`config.mk`:
```
export PLATFORM = sky130hd
export DESIGN_NAME = memory_port_arbiter
export DESIGN_NICKNAME = d
export VERILOG_FILES = /design/src/rtl/memory_arbiter_pkg.sv /design/src/rtl/wait_state_counter.sv /design/src/rtl/memory_port_arbiter.sv
export SDC_FILE = /design/constraint.sdc
export NUM_CORES = 1
export LEC_CHECK = 0
export BUFFER_PORTS_ARGS = -buffer_cell sky130_fd_sc_hd__buf_2
export CAP_MARGIN = 5
export CORE_UTILIZATION = 35
export DETAILED_ROUTE_END_ITERATION = 16
export PLACE_DENSITY = 0.59
export SLEW_MARGIN = 10
export SYNTH_ARGS = -nofsm -noshare
export SYNTH_HDL_FRONTEND = slang
export SYNTH_SLANG_ARGS = --single-unit
```
`constraint.sdc`:
```
create_clock -name clk -period 2.45 [get_ports clk]
set_clock_uncertainty 0.05 [all_clocks]
set_input_delay 0.245 -clock clk [delete_from_list [all_inputs] [get_ports clk]]
set_output_delay 0.245 -clock clk [all_outputs]
set_load 0.02 [all_outputs]
```
`src/rtl/memory_arbiter_pkg.sv`:
```
// Shared types for the unified memory port arbiter: FSM states, grant IDs and counter sizing.
// Latency: none; this file holds declarations only.
// Backpressure: none; this file holds declarations only.
package memory_arbiter_pkg;

    typedef enum logic [1:0] {
        IDLE  = 2'b00,
        FETCH = 2'b01,
        DATA  = 2'b10
    } arb_state_t;

    localparam logic GNT_FETCH = 1'b0;
    localparam logic GNT_DATA  = 1'b1;

    // Wait-state counter width; never narrower than one bit so WAIT_STATES=0 still builds.
    function automatic int cnt_width(input int wait_states);
        return (wait_states < 1) ? 1 : $clog2(wait_states + 1);
    endfunction

endpackage

```
`src/rtl/wait_state_counter.sv`:
```
// Down-counter that paces one RAM access: load with WAIT_STATES, count to zero, then hold at zero.
// Latency: a loaded value reaches zero after that many cycles; zero is combinational from the count.
// Backpressure: none; it is loaded only when the arbiter grants an access.
// Ports: clk/reset (async active-low), load + value in, count + zero flag out.
module wait_state_counter
    import memory_arbiter_pkg::*;
#(
    parameter  int WAIT_STATES = 2,
    localparam int CW          = cnt_width(WAIT_STATES)
) (
    input  logic          clk,
    input  logic          reset,
    input  logic          load,
    input  logic [CW-1:0] value,
    output logic [CW-1:0] count,
    output logic          zero
);

    always_ff @(posedge clk or negedge reset) begin
        if (!reset) begin
            count <= '0;
        end else if (load) begin
            count <= value;
        end else if (count != '0) begin
            count <= count - CW'(1);
        end
    end

    assign zero = (count == '0);

endmodule

```
`src/rtl/memory_port_arbiter.sv`:
```
// Shares one single-port RAM between instruction fetch and load/store, WAIT_STATES+1 cycles per access.
// Latency: grant seen in IDLE at cycle 0, ready in cycle WAIT_STATES+1, back to IDLE in WAIT_STATES+2.
// Backpressure: stall_pipe holds the whole pipeline for a pending data access, stall_fetch holds PC/IF-ID.
// Ports: if_* fetch side, mem_* load/store side, ram_* RAM side, stall_* into the hazard enables.
// Optional macro MEMORY_ARBITER_FAIRNESS_EN: after a data grant, a contending fetch wins the next grant.
module memory_port_arbiter
    import memory_arbiter_pkg::*;
#(
    parameter int ADDR_WIDTH  = 32,
    parameter int DATA_WIDTH  = 32,
    parameter int WAIT_STATES = 2
) (
    input  logic                  clk,
    input  logic                  reset,
    input  logic                  if_req,
    input  logic [ADDR_WIDTH-1:0] if_addr,
    output logic [DATA_WIDTH-1:0] if_rdata,
    output logic                  if_ready,
    input  logic                  mem_read,
    input  logic                  mem_write,
    input  logic [ADDR_WIDTH-1:0] mem_addr,
    input  logic [DATA_WIDTH-1:0] mem_wdata,
    output logic [DATA_WIDTH-1:0] mem_rdata,
    output logic                  mem_ready,
    output logic [ADDR_WIDTH-1:0] ram_addr,
    output logic [DATA_WIDTH-1:0] ram_wdata,
    output logic                  ram_we,
    output logic                  ram_re,
    input  logic [DATA_WIDTH-1:0] ram_rdata,
    output logic                  stall_fetch,
    output logic                  stall_pipe
);

    localparam int             CW      = cnt_width(WAIT_STATES);
    localparam logic [CW-1:0]  WS_LOAD = CW'(WAIT_STATES);

    arb_state_t            state;
    logic [ADDR_WIDTH-1:0] addr_q;
    logic [DATA_WIDTH-1:0] wdata_q;
    logic                  we_q;
    logic                  done_if;
    logic [DATA_WIDTH-1:0] if_rdata_q;
    logic [DATA_WIDTH-1:0] mem_rdata_q;

    logic [CW-1:0] cnt;
    logic          cnt_zero;
    logic          data_pend;
    logic          fetch_pend;
    logic          grant_fetch;
    logic          grant_data;
    logic          load;
    logic          fetch_done;
    logic          data_done;

    assign data_pend  = mem_read | mem_write;
    // A held fetch result must be consumed before the next fetch may start.
    assign fetch_pend = if_req & ~done_if;

`ifdef MEMORY_ARBITER_FAIRNESS_EN
    logic last_grant;

    assign grant_fetch = fetch_pend & (~data_pend | (last_grant == GNT_DATA));

    always_ff @(posedge clk or negedge reset) begin
        if (!reset) begin
            last_grant <= GNT_FETCH;
        end else if (load) begin
            last_grant <= grant_data ? GNT_DATA : GNT_FETCH;
        end
    end
`else
    assign grant_fetch = fetch_pend & ~data_pend;
`endif

    assign grant_data = data_pend & ~grant_fetch;
    assign load       = (state == IDLE) & (grant_data | grant_fetch);

    wait_state_counter #(
        .WAIT_STATES (WAIT_STATES)
    ) u_wait_cnt (
        .clk   (clk),
        .reset (reset),
        .load  (load),
        .value (WS_LOAD),
        .count (cnt),
        .zero  (cnt_zero)
    );

    // The counter sits at zero in IDLE, so zero only marks a final cycle inside an access.
    assign fetch_done = (state == FETCH) & cnt_zero;
    assign data_done  = (state == DATA)  & cnt_zero;

    assign ram_addr    = addr_q;
    assign ram_wdata   = wdata_q;
    assign ram_re      = (state != IDLE);
    assign ram_we      = data_done & we_q;
    assign if_ready    = fetch_done | done_if;
    assign mem_ready   = data_done;
    assign if_rdata    = fetch_done ? ram_rdata : if_rdata_q;
    assign mem_rdata   = (data_done & ~we_q) ? ram_rdata : mem_rdata_q;
    assign stall_pipe  = data_pend & ~mem_ready;
    assign stall_fetch = stall_pipe | (if_req & ~if_ready);

    always_ff @(posedge clk or negedge reset) begin
        if (!reset) begin
            state       <= IDLE;
            addr_q      <= '0;
            wdata_q     <= '0;
            we_q        <= 1'b0;
            done_if     <= 1'b0;
            if_rdata_q  <= '0;
            mem_rdata_q <= '0;
        end else begin
            case (state)
                IDLE: begin
                    if (load) begin
                        state   <= grant_data ? DATA : FETCH;
                        addr_q  <= grant_data ? mem_addr : if_addr;
                        wdata_q <= mem_wdata;
                        // Read and write together is a store.
                        we_q    <= grant_data & mem_write;
                    end
                end
                FETCH, DATA: begin
                    if (cnt_zero) begin
                        state <= IDLE;
                    end
                end
                default: state <= IDLE;
            endcase

            // The fetch result stays visible until a cycle where the pipeline actually advances.
            done_if <= if_ready & stall_pipe;

            if (fetch_done) begin
                if_rdata_q <= ram_rdata;
            end
            if (data_done & ~we_q) begin
                mem_rdata_q <= ram_rdata;
            end
        end
    end

    idle_cnt_zero: assert property (@(posedge clk) disable iff (!reset) (state == IDLE) |-> (cnt == '0));

endmodule
```
**Word level (Yosys, flattened, before mapping)**

Index checks and enable logic that the tools add are counted.

- Bits of input ports: 133
- Flip-flop bits (word level): 134
- Output and inout port bits: 134
- Word-level logic and storage cells: 52

- Reduce and logical (&&, ||, !) cells: 8
- Eq/ne operators: 4
- Bitwise gates (word level): 22
- Mux-type cells: 9
- $add $sub $neg: 1

Operators with widths:

| kind | count |
|---|---|
| 2-to-1 mux 32 bit | 3 |
| AND 1 bit | 12 |
| 2-to-1 mux 2 bit | 5 |
| inverter 1 bit | 6 |
| nonzero test 2 bit | 3 |
| logical NOT 2 bit | 2 |
| != test 2 bit (second input constant) | 2 |
| bitwise OR 1 bit | 4 |
| one-hot mux 2 bit (2 select lines) | 1 |
| AND reduction 2 bit | 2 |
| equality test 2 x 1 -> 1 bit (second input constant) | 1 |
| equality test 2 bit (second input constant) | 1 |
| OR reduction 2 bit | 1 |
| subtractor 2 x 1 -> 2 bit (second input constant) | 1 |

**Depth between registers and ports, before layout**

Gate-level depths: netlist of the first run.

- Word-level depth: 9
- Gate-level depth with buffers: 8
- Gate-level depth less buffers: 5

**Hierarchy**

From an unflattened synthesis of the first run, not the netlist that was laid out.

- Cells, all modules: 349
- Area, all modules: 5709.2 um^2

Modules (own cells, without submodules):

| module | cells an instance | instances | sequential area each (um^2) | area an instance (um^2) |
|---|---|---|---|---|
| memory_port_arbiter | 337 | 1 | 3303.2 | 5596.6 |
| wait_state_counter | 12 | 1 | 50.0 | 112.6 |

**Worst setup path before layout of the first run**

Ideal clock, no wire load.

- Kind: register to output
- Start point: register u_wait_cnt.count[0]
- End point: output mem_rdata[10]
- Buffers on the path: 3
- Cell stages (with the launch flop): 9
- Arrival: 1.598 ns
- Required time: 2.155 ns
- Slack: 0.557 ns
- Cell sequence: dfrtp_1 > inv_1 > ha_1 > buf_4 > and2_4 > nand2b_1 > buf_2 > buf_6 > mux2_4

- Longest elaborated chain between the ends: 4

Ends and longest elaborated chain:

| item | line | text |
|---|---|---|
| from (decl) | wait_state_counter.sv:15 | `output logic [CW-1:0] count,` |
| from (signal assigned) | wait_state_counter.sv:23 | `count <= value;` |
| from (signal assigned) | wait_state_counter.sv:25 | `count <= count - CW'(1);` |
| logical NOT 2 bit | wait_state_counter.sv:29 | `assign zero = (count == '0);` |
| AND 1 bit | memory_port_arbiter.sv:91 | `assign data_done = (state == DATA) & cnt_zero;` |
| net mem_ready | memory_port_arbiter.sv:24 | `output logic mem_ready,` |
| AND 1 bit | memory_port_arbiter.sv:100 | `assign mem_rdata = (data_done & ~we_q) ? ram_rdata : mem_rdata_q;` |
| 2-to-1 mux 32 bit | - |  |
| to (decl) | memory_port_arbiter.sv:23 | `output logic [DATA_WIDTH-1:0] mem_rdata,` |

The timed path passes the listed nets, and every way through them passes these cells.

**Worst setup path after layout of the first run**

- Start point: register state[0]
- End point: output mem_rdata[0]

- Longest elaborated chain between the ends: 4

Ends and longest elaborated chain:

| item | line | text |
|---|---|---|
| from (decl) | memory_port_arbiter.sv:37 | `arb_state_t state;` |
| from (signal assigned) | memory_port_arbiter.sv:117 | `state <= grant_data ? DATA : FETCH;` |
| equality test 2 bit | memory_port_arbiter.sv:91 |  |
| AND 1 bit | memory_port_arbiter.sv:91 |  |
| AND 1 bit | memory_port_arbiter.sv:100 |  |
| 2-to-1 mux 32 bit | - |  |

No other way between the ends.

==> impl_metrics.py, run 1 <==
metrics = {
    "yosys": {
        "synth_fa_ha_area_share_pct": 0.871,
        "ys_seq_elements": 134,
        "synth_top_family_by_area": "multiplexers",
        "synth-compound-area-share_pct": 0.958,
        "ys_seq_area_share_pct": 58.3,
        "yosys.area_share.simple_pct": 1.65,
        "synthesis.nets": 481,
        "syn-instance-count": 344,
        "yosysWarnings": 0,
        "synthMuxAreaShare_pct": 35.3,
        "mappedNetlistArea_mm2": 0.00575,
        "synth_xor_area_share_pct": 0.152,
        "synth.distinct_cells": 26,
        "postSynthAreaPerCell_um2": 16.7,
    },
    "timing": {
        "fin_crit_sh_pct": 95.0,
        "finalHoldViolations": 0,
        "setup_tns_ns": 0,
        "clock.fmax_mhz": 430,
        "slew_headroom_pct": 63.9,
        "rsz0062_at_grt": "no",
        "slew_violations": 0,
        "tightest_slew_ns": 0.542,
        "finalCriticalPeriod_ns": 2.33,
        "finalSetupViolations": 0,
    },
    "die": {
        "die-area_mm2": 0.0169,
        "io_pins": 267,
        "dieWidth_um": 130,
        "core_area_mm2": 0.0159,
        "die_h_um": 130,
        "start_util_pct": 36.1,
        "fp-row-count": 46,
    },
    "detailed_routing": {
        "drt-vias-per-instance": 4.44,
        "drtAntennaViolNets": 0,
        "drc_errors": 0,
        "dr.first_iter.drc_count": 102,
        "route.vias.total": 3917,
        "routed_wl_um": 13800,
        "drt_pass1_iterations": 4,
        "post_drt_wl_per_cell_um": 15.6,
    },
    "setup_path": {
        "crit_type": "flop to output pin",
        "cp-start-kind": "flop",
        "rrSetupSlack_ns": 0.57,
        "cp_top_family": "buffers and inverters",
        "r2r_start": "state[1]$_DFFE_PN0P_",
        "rr_worst_depth": 6,
        "path_cells": "inv_1, ha_1, and2_4, nand2b_4, buf_12, mux2_2, buf_2",
        "max_stage_delay_ns": 0.36,
        "reg2reg_to": "ram_addr[2]$_DFFE_PN0P_",
        "required_ns": 2.15,
        "critPathCaptureType": "output pin",
        "arrival_ns": 2.03,
        "worst-path-buf-inv": 3,
        "worst-path-max-fanout": 12,
        "cp_slowest_cell": "mux2_2",
    },
    "min_path": {
        "min_delay_path_depth": 2,
        "hold_start": "mem_wdata[2]",
        "hold_path_end": "ram_wdata[2]$_DFFE_PN0P_",
        "hold_class": "input pin to flop",
    },
    "pwr": {
        "ir_drop_uv": 676,
        "p_leak_uw": 0.00415,
        "p_per_area_mw_per_mm2": 1430,
        "totalPowerFinal_uw": 11900,
    },
    "global_routing": {
        "antenna_found_initial": 1,
        "grt_pass1_wl_um": 21000,
        "gr-total-overflow": 0,
        "grt_pass1_vias": 4079,
        "grt_usage_pct": 16.5,
        "grt_max_degree": 58,
    },
    "clocking": {
        "cts_buffer_depth": 2,
        "cts-root-buf": "clkbuf_16",
        "clock_sinks": 134,
        "path_clk_slew_ns": 0.06,
        "cts_buffers": 17,
        "clock_latency_ns": 0.41,
        "cts_tree": "done",
        "cts.htree.levels": 4,
    },
    "job": {
        "maxCapViolCount": 0,
    },
    "placed_design": {
        "place.gp.congestion": 0.708,
        "io_buffer_count": 266,
        "dpl.hpwl_um": 9820,
    },
    "layout": {
        "syn2layout_area_growth_pct": 43.9,
        "drive_above_1_share_pct": 71.1,
        "finish.net_count": 790,
    },
    "outcome": {
        "status": "finished, final reports clean",
    },
}
==> how the worst max path moves through the flow <==
stage / start / endpoint / depth (start not counted)
3_5_place_dp: u_wait_cnt.count[0]$_DFFE_PN0P_ / mem_rdata[0] / 7
2_1_floorplan: u_wait_cnt.count[0]$_DFFE_PN0P_ / mem_rdata[10] / 8
5_1_grt: state[0]$_DFFE_PN0P_ / mem_rdata[0] / 7
3_3_place_gp: u_wait_cnt.count[0]$_DFFE_PN0P_ / mem_rdata[0] / 7
4_1_cts: u_wait_cnt.count[0]$_DFFE_PN0P_ / mem_rdata[16] / 7
6_report: state[0]$_DFFE_PN0P_ / mem_rdata[0] / 7
==> cell usage after synthesis <==
cell | count | area (um^2)
dfrtp_1 | 134 | 3350
mux2_2 | 103 | 1160
mux2_4 | 58 | 871
buf_2 | 10 | 50.1
buf_6 | 7 | 78.8
ha_1 | 4 | 50.1
inv_1 | 4 | 15.0
nor2b_1 | 3 | 18.8
and2_1 | 2 | 12.5
nand2_1 | 2 | 7.51
nand2b_1 | 2 | 12.5
a21o_1 | 1 | 7.51
a21o_4 | 1 | 15.0
a21oi_1 | 1 | 5.00
a22o_1 | 1 | 8.76
and2_4 | 1 | 8.76
and3_1 | 1 | 6.26
buf_4 | 1 | 7.51
inv_2 | 1 | 3.75
nand2b_4 | 1 | 13.8
nor2_1 | 1 | 3.75
nor2_4 | 1 | 11.3
o211ai_1 | 1 | 7.51
o21ai_0 | 1 | 5.00
o22ai_1 | 1 | 6.26
xnor2_1 | 1 | 8.76
==> where the power goes <==
group	switching (uW)	internal, uW	total [uW]	leakage [uW]
Combinational	3080	2610	5680	0.00232
Clock	913	1470	2380	0.000266
Sequential	447	3350	3790	0.00157
==> final cells by class <==
cell class / count / area [um^2]
fillers: 1374 / 7670
well taps: 216 / 270
clock buffers: 24 / 482
repair buffers: 308 / 1810
multi-input cells: 187 / 2260
clock inverters: 7 / 72.6
diodes: 1 / 2.50
inverters: 5 / 18.8
flip-flops and latches: 134 / 3350
==> state kept, by name, indices dropped and copies added (netlist names) <==
| signal | count |
|---|---|
| if_rdata_q | 32 |
| mem_rdata_q | 32 |
| ram_addr | 32 |
| ram_wdata | 32 |
| state | 2 |
| u_wait_cnt.count | 2 |
| done_if | 1 |
| we_q | 1 |
==> cells by family after synthesis <==
| group | count (synthesis) |
|---|---|
| flip-flops | 134 |
| XOR/XNOR | 1 |
| multiplexers | 161 |
| buffers and inverters | 23 |
| AND/OR/NAND/NOR | 14 |
| AO/OA/AOI/OAI | 7 |
| adder cells (fa/ha/maj) | 4 |
==> cells in the final DEF (no fill, tap or decap), drive strengths merged <==
master | netlist | layout
mux2 | 161 | 161
inv | 5 | 5
a22o | 1 | 1
and2 | 3 | 3
clkbuf | 0 | 24
ha | 4 | 4
xnor2 | 1 | 1
nand2b | 3 | 3
and3 | 1 | 1
nor2 | 2 | 2
o22ai | 1 | 1
buf | 18 | 278
diode | 0 | 1
clkinvlp | 0 | 2
nor2b | 3 | 3
a21oi | 1 | 1
o21ai | 1 | 1
dfrtp | 134 | 134
a21o | 2 | 2
bufinv | 0 | 1
nand2 | 2 | 2
clkinv | 0 | 4
dlygate4sd3 | 0 | 30
o211ai | 1 | 1
==> layer usage <==
layer | track usage, % | up-vias | wire length (um)
li1 | - | 1824 | -
met4 | 5.40 | 2 | 146
met1 | 18.8 | 1909 | 5610
met3 | 6.60 | 16 | 1090
met5 | 0 | - | 13
met2 | 28.3 | 166 | 6940
==> timing repair <==
item / in CTS / in global routing
setup buffers: 1 / 0
gates resized for setup: 3 / 1
hold buffers: 30 / 0
cloned: 1 / 0
endpoints found under the hold margin: 84 / 0
setup endpoints to repair: 28 / 11
==> stage by stage <==
| step | area, um^2 | setup slack (ns) | utilization (%) | std cells | hold WS (ns) |
|---|---|---|---|---|---|
| after floorplan | 5750 | 0.557 | - | 344 | -0.101 |
| after global placement | 7360 | 0.350 | 46.2 | 818 | 0.192 |
| after detailed placement | 7360 | 0.303 | 46.2 | 818 | 0.198 |
| after CTS | 8270 | 0.0213 | 51.9 | 881 | 0.0000184 |
| after global routing | 8270 | 0.00408 | 51.9 | 881 | 0.0114 |
| final | 8270 | 0.124 | 51.9 | 882 | 0.0254 |
Power figures use the tool's default switching activity.
==> run 2, diff against run 1 <==
CORE_UTILIZATION = 47   (was 35)
PLACE_DENSITY = 0.76   (was 0.59)
REMOVE_ABC_BUFFERS = 1   (was unset)
==> impl_metrics.py, run 2 (synthesis gave the netlist of run 1 again) <==
metrics = {
    "layout": {
        "syn2layout_area_growth_pct": 42.1,
        "finish.net_count": 780,
        "drive_above_1_share_pct": 72.4,
        "num-fill-cells": 821,
        "n_antenna_cell": 0,
        "most-common-layout-cells": "buf_2 (265), dfrtp_1 (134), mux2_2 (103)",
        "fin_util_pct": 68.3,
        "final_common_cell": "buf_2",
        "postLayoutCellArea_mm2": 0.00817,
    },
    "die": {
        "die_h_um": 113,
        "die-area_mm2": 0.0127,
        "core_area_mm2": 0.0120,
        "start_util_pct": 48.1,
        "fp-row-count": 40,
        "dieWidth_um": 113,
        "io_pins": 267,
    },
    "timing": {
        "tightest_slew_ns": 0.632,
        "rsz0062_at_grt": "no",
        "finalCriticalPeriod_ns": 2.33,
        "finalHoldViolations": 0,
        "fin_crit_sh_pct": 95.0,
        "slew_violations": 0,
        "hold_ws_ns": 0.00942,
        "slew_headroom_pct": 57.9,
        "setup_tns_ns": 0,
        "finalSetupViolations": 0,
        "clock.fmax_mhz": 429,
    },
    "detailed_routing": {
        "post_drt_wl_per_cell_um": 17.4,
        "drt-vias-per-instance": 4.90,
        "drt_pass1_iterations": 6,
        "dr.first_iter.drc_count": 167,
        "routed_wl_um": 14000,
        "route.vias.total": 3935,
        "drc_errors": 0,
        "drtAntennaViolNets": 0,
    },
    "setup_path": {
        "setup.worst_path.start": "state[0]$_DFFE_PN0P_",
        "r2r_start": "state[1]$_DFFE_PN0P_",
        "critPathCaptureType": "output pin",
        "arrival_ns": 2.03,
        "required_ns": 2.15,
        "rrSetupSlack_ns": 0.46,
        "worst-path-max-fanout": 16,
        "crit_type": "flop to output pin",
        "cp-start-kind": "flop",
    },
    "global_routing": {
        "grt_usage_pct": 22.6,
        "antenna_found_initial": 0,
        "gr-total-overflow": 0,
        "grt_pass1_wl_um": 21400,
        "grt_pass1_vias": 4175,
        "grt_max_degree": 65,
    },
    "pwr": {
        "p_leak_uw": 0.00415,
        "p_per_area_mw_per_mm2": 1500,
        "ir_drop_uv": 987,
    },
    "clocking": {
        "clock_sinks": 134,
        "cts_buffers": 17,
        "clock_latency_ns": 0.41,
        "path_clk_slew_ns": 0.06,
        "post-cts-setup-buffers": 0,
        "cts-root-buf": "clkbuf_16",
        "cts_buffer_depth": 2,
        "cts_tree": "done",
        "cts.htree.levels": 4,
    },
    "placed_design": {
        "placed_cell_area_mm2": 0.00724,
        "place.gp.congestion": 0.817,
        "io_buffer_count": 266,
        "dpl.hpwl_um": 9530,
    },
    "min_path": {
        "hold_start": "mem_wdata[28]",
        "hold_class": "input pin to flop",
    },
    "outcome": {
        "status": "finished, final reports clean",
    },
    "job": {
        "maxCapViolCount": 0,
    },
}
## run 2: cell type report
type | count | area, um^2 | area share [%]
multi-input combinational | 187 | 2260 | 27.7
inverter | 5 | 18.8 | 0.230
clock inverter | 11 | 170 | 2.08
timing repair buffer | 298 | 1700 | 20.8
tap | 147 | 184 | 2.25
sequential | 134 | 3350 | 41.1
clock buffer | 21 | 480 | 5.88
## run 2: worst max-delay path, stage by stage, from the launching register on
cell and delay, ns:
dfrtp_1 0.35, inv_1 0.08, ha_1 0.20, and2_4 0.17
nand2b_4 0.10, buf_12 0.18, mux2_2 0.36, buf_2 0.16
## run 2: power by group
part	internal [uW]	switching, uW
Combinational	2560	3110
Sequential	3350	472
Clock	1810	938
Total	7720	4520
## run 2: path summary, 6_finish.rpt
kind	to	cells past startpoint
min in group asynchronous	ram_addr[24]$_DFFE_PN0P_	2
max reg2reg	we_q$_DFFE_PN0P_	6
max in group asynchronous	ram_addr[28]$_DFFE_PN0P_	3
min	ram_wdata[28]$_DFFE_PN0P_	2
max	mem_rdata[0]	7
min reg2reg	if_rdata_q[14]$_DFF_PN0_	1
## run 2: per-layer routing
metal  wire (um)  global-route usage, %  vias up
li1            -                      -     1813
met1        5520                   25.5     1952
met2        7310                   38.1      139
met3         709                   6.70       31
met4         475                   13.3        0
met5           0                      0        -
## run 2: timing repair
action                     in CTS  in global routing
gates cloned                    0                  1
setup endpoints to repair       3                  2
hold endpoints to repair       68                  0
resized for setup               1                  2
hold buffers                   23                  0
## run 2: through the flow
stage,worst slack (ns),power [uW],instances
floorplan,-0.321,7560,326
CTS,0.0354,12300,802
global placement,0.467,9260,747
global route,0.0316,12800,803
finish,0.121,12200,803
detailed placement,0.432,9400,747
==> run 3, diff against run 2 <==
--- a/config.mk
+++ b/config.mk
@@ -11,2 +11,3 @@
 export DETAILED_ROUTE_END_ITERATION = 16
+export MAX_ROUTING_LAYER = met4
 export PLACE_DENSITY = 0.76
--- a/constraint.sdc
+++ b/constraint.sdc
@@ -4,2 +4,2 @@
 set_output_delay 0.245 -clock clk [all_outputs]
-set_load 0.02 [all_outputs]
+set_load 0.1 [all_outputs]
==> impl_metrics.py, run 3 (synthesis gave the netlist of run 1 again) <==
metrics = {
    "timing": {
        "finalSetupViolations": 0,
        "fin_crit_sh_pct": 97.2,
        "slew_headroom_pct": 65.1,
        "hold_ws_ns": 0.0201,
        "tightest_slew_ns": 0.527,
        "finalCriticalPeriod_ns": 2.38,
        "finalHoldViolations": 0,
        "rsz0062_at_grt": "no",
        "slew_violations": 0,
        "clock.fmax_mhz": 420,
    },
    "job": {
        "maxCapViolCount": 0,
    },
    "global_routing": {
        "grt_usage_pct": 24.3,
        "grt_max_degree": 65,
        "grt_pass1_wl_um": 22300,
        "antenna_found_initial": 0,
        "gr-total-overflow": 0,
        "grt_pass1_vias": 4203,
    },
    "die": {
        "core_area_mm2": 0.0120,
        "io_pins": 267,
        "die-area_mm2": 0.0127,
        "start_util_pct": 48.1,
        "die_h_um": 113,
        "dieWidth_um": 113,
        "fp-row-count": 40,
    },
    "layout": {
        "drive_above_1_share_pct": 74.0,
        "final_common_cell": "buf_2",
        "syn2layout_area_growth_pct": 51.9,
        "seq_area_mm2": 0.00335,
        "most-common-layout-cells": "buf_2 (199), dfrtp_1 (134), mux2_2 (103)",
        "num-fill-cells": 753,
        "multi_input_area_mm2": 0.00226,
        "n_antenna_cell": 0,
        "finish.net_count": 767,
    },
    "setup_path": {
        "cp-start-kind": "flop",
        "critPathCaptureType": "output pin",
        "path_cells": "inv_1, ha_4, and2_4, nand2b_4, clkbuf_16, mux2_4, buf_6",
        "arrival_ns": 2.09,
        "crit_type": "flop to output pin",
        "r2r_start": "state[1]$_DFFE_PN0P_",
        "cp.depth": 7,
        "cp_slowest_cell": "dfrtp_1",
        "rr_worst_depth": 6,
        "worst-path-buf-inv": 3,
        "rrSetupSlack_ns": 0.46,
        "cp_top_family": "buffers and inverters",
        "reg2reg_to": "ram_wdata[27]$_DFFE_PN0P_",
        "max_stage_delay_ns": 0.39,
        "worst-path-max-fanout": 8,
        "required_ns": 2.15,
    },
    "clocking": {
        "cts_tree": "done",
        "path_clk_slew_ns": 0.06,
        "clock_latency_ns": 0.41,
        "cts_buffers": 17,
        "clock_sinks": 134,
        "cts_buffer_depth": 2,
        "cts.htree.levels": 4,
        "cts-root-buf": "clkbuf_16",
    },
    "outcome": {
        "status": "finished, final reports clean",
    },
    "min_path": {
        "min_delay_path_depth": 2,
        "hold_path_end": "ram_wdata[25]$_DFFE_PN0P_",
        "hold_start": "mem_wdata[25]",
        "hold_class": "input pin to flop",
    },
    "detailed_routing": {
        "drt_pass1_iterations": 4,
        "route.vias.total": 3934,
        "post_drt_wl_per_cell_um": 18.7,
        "dr.first_iter.drc_count": 120,
        "drt-vias-per-instance": 4.98,
        "drc_errors": 0,
        "drtAntennaViolNets": 0,
        "routed_wl_um": 14800,
    },
    "placed_design": {
        "place.gp.congestion": 0.780,
        "io_buffer_count": 266,
        "dpl.hpwl_um": 10300,
    },
}
-- run 3: through the flow --
| stage | cell area (um^2) | util, % | instances | setup TNS, ns | worst slack, ns |
|---|---|---|---|---|---|
| 5_1_grt | 8730 | 73.0 | 790 | 0 | 0.00473 |
| 2_1_floorplan | 5610 | - | 326 | -34.95 | -0.820 |
| 3_5_place_dp | 7770 | 65.0 | 748 | 0 | 0.250 |
| 4_1_cts | 8630 | 72.2 | 788 | -0.685 | -0.0491 |
| 3_3_place_gp | 7770 | 65.0 | 748 | 0 | 0.331 |
| 6_report | 8730 | 73.0 | 790 | 0 | 0.0688 |
-- run 3: cell type report --
type / count / area share [%]
tap: 147 / 2.11
timing repair buffer: 285 / 26.4
sequential: 134 / 38.4
inverter: 5 / 0.215
multi-input combinational: 187 / 25.9
clock buffer: 21 / 5.28
clock inverter: 11 / 1.69
-- run 3: worst max path at each step --
stage / start / endpoint / slack (ns)
floorplan: u_wait_cnt.count[0]$_DFFE_PN0P_ / stall_fetch / -0.82
global placement: u_wait_cnt.count[0]$_DFFE_PN0P_ / mem_rdata[31] / 0.33
detailed placement: u_wait_cnt.count[0]$_DFFE_PN0P_ / mem_rdata[0] / 0.25
global route: state[0]$_DFFE_PN0P_ / mem_rdata[0] / 0.005
CTS: state[0]$_DFFE_PN0P_ / mem_rdata[11] / -0.05
finish: u_wait_cnt.count[0]$_DFFE_PN0P_ / mem_rdata[22] / 0.07
-- run 3: layer usage --
metal	part of all wire [%]	track usage, %
met5	0	-
met4	2.3	9.51
met3	5.1	7.40
met2	54	41.9
met1	38	26.1
-- run 3: timing repair --
item | CTS | global route
endpoints found under the setup margin | 32 | 32
hold endpoints to repair | 140 | 0
hold buffers | 7 | 0
gates resized for setup | 48 | 19
buffers inserted | 0 | 1
gates cloned | 1 | 1
Power of run 3 is not shown: default switching activity piles up to over one toggle a cycle in this logic, so the estimate is an artifact.
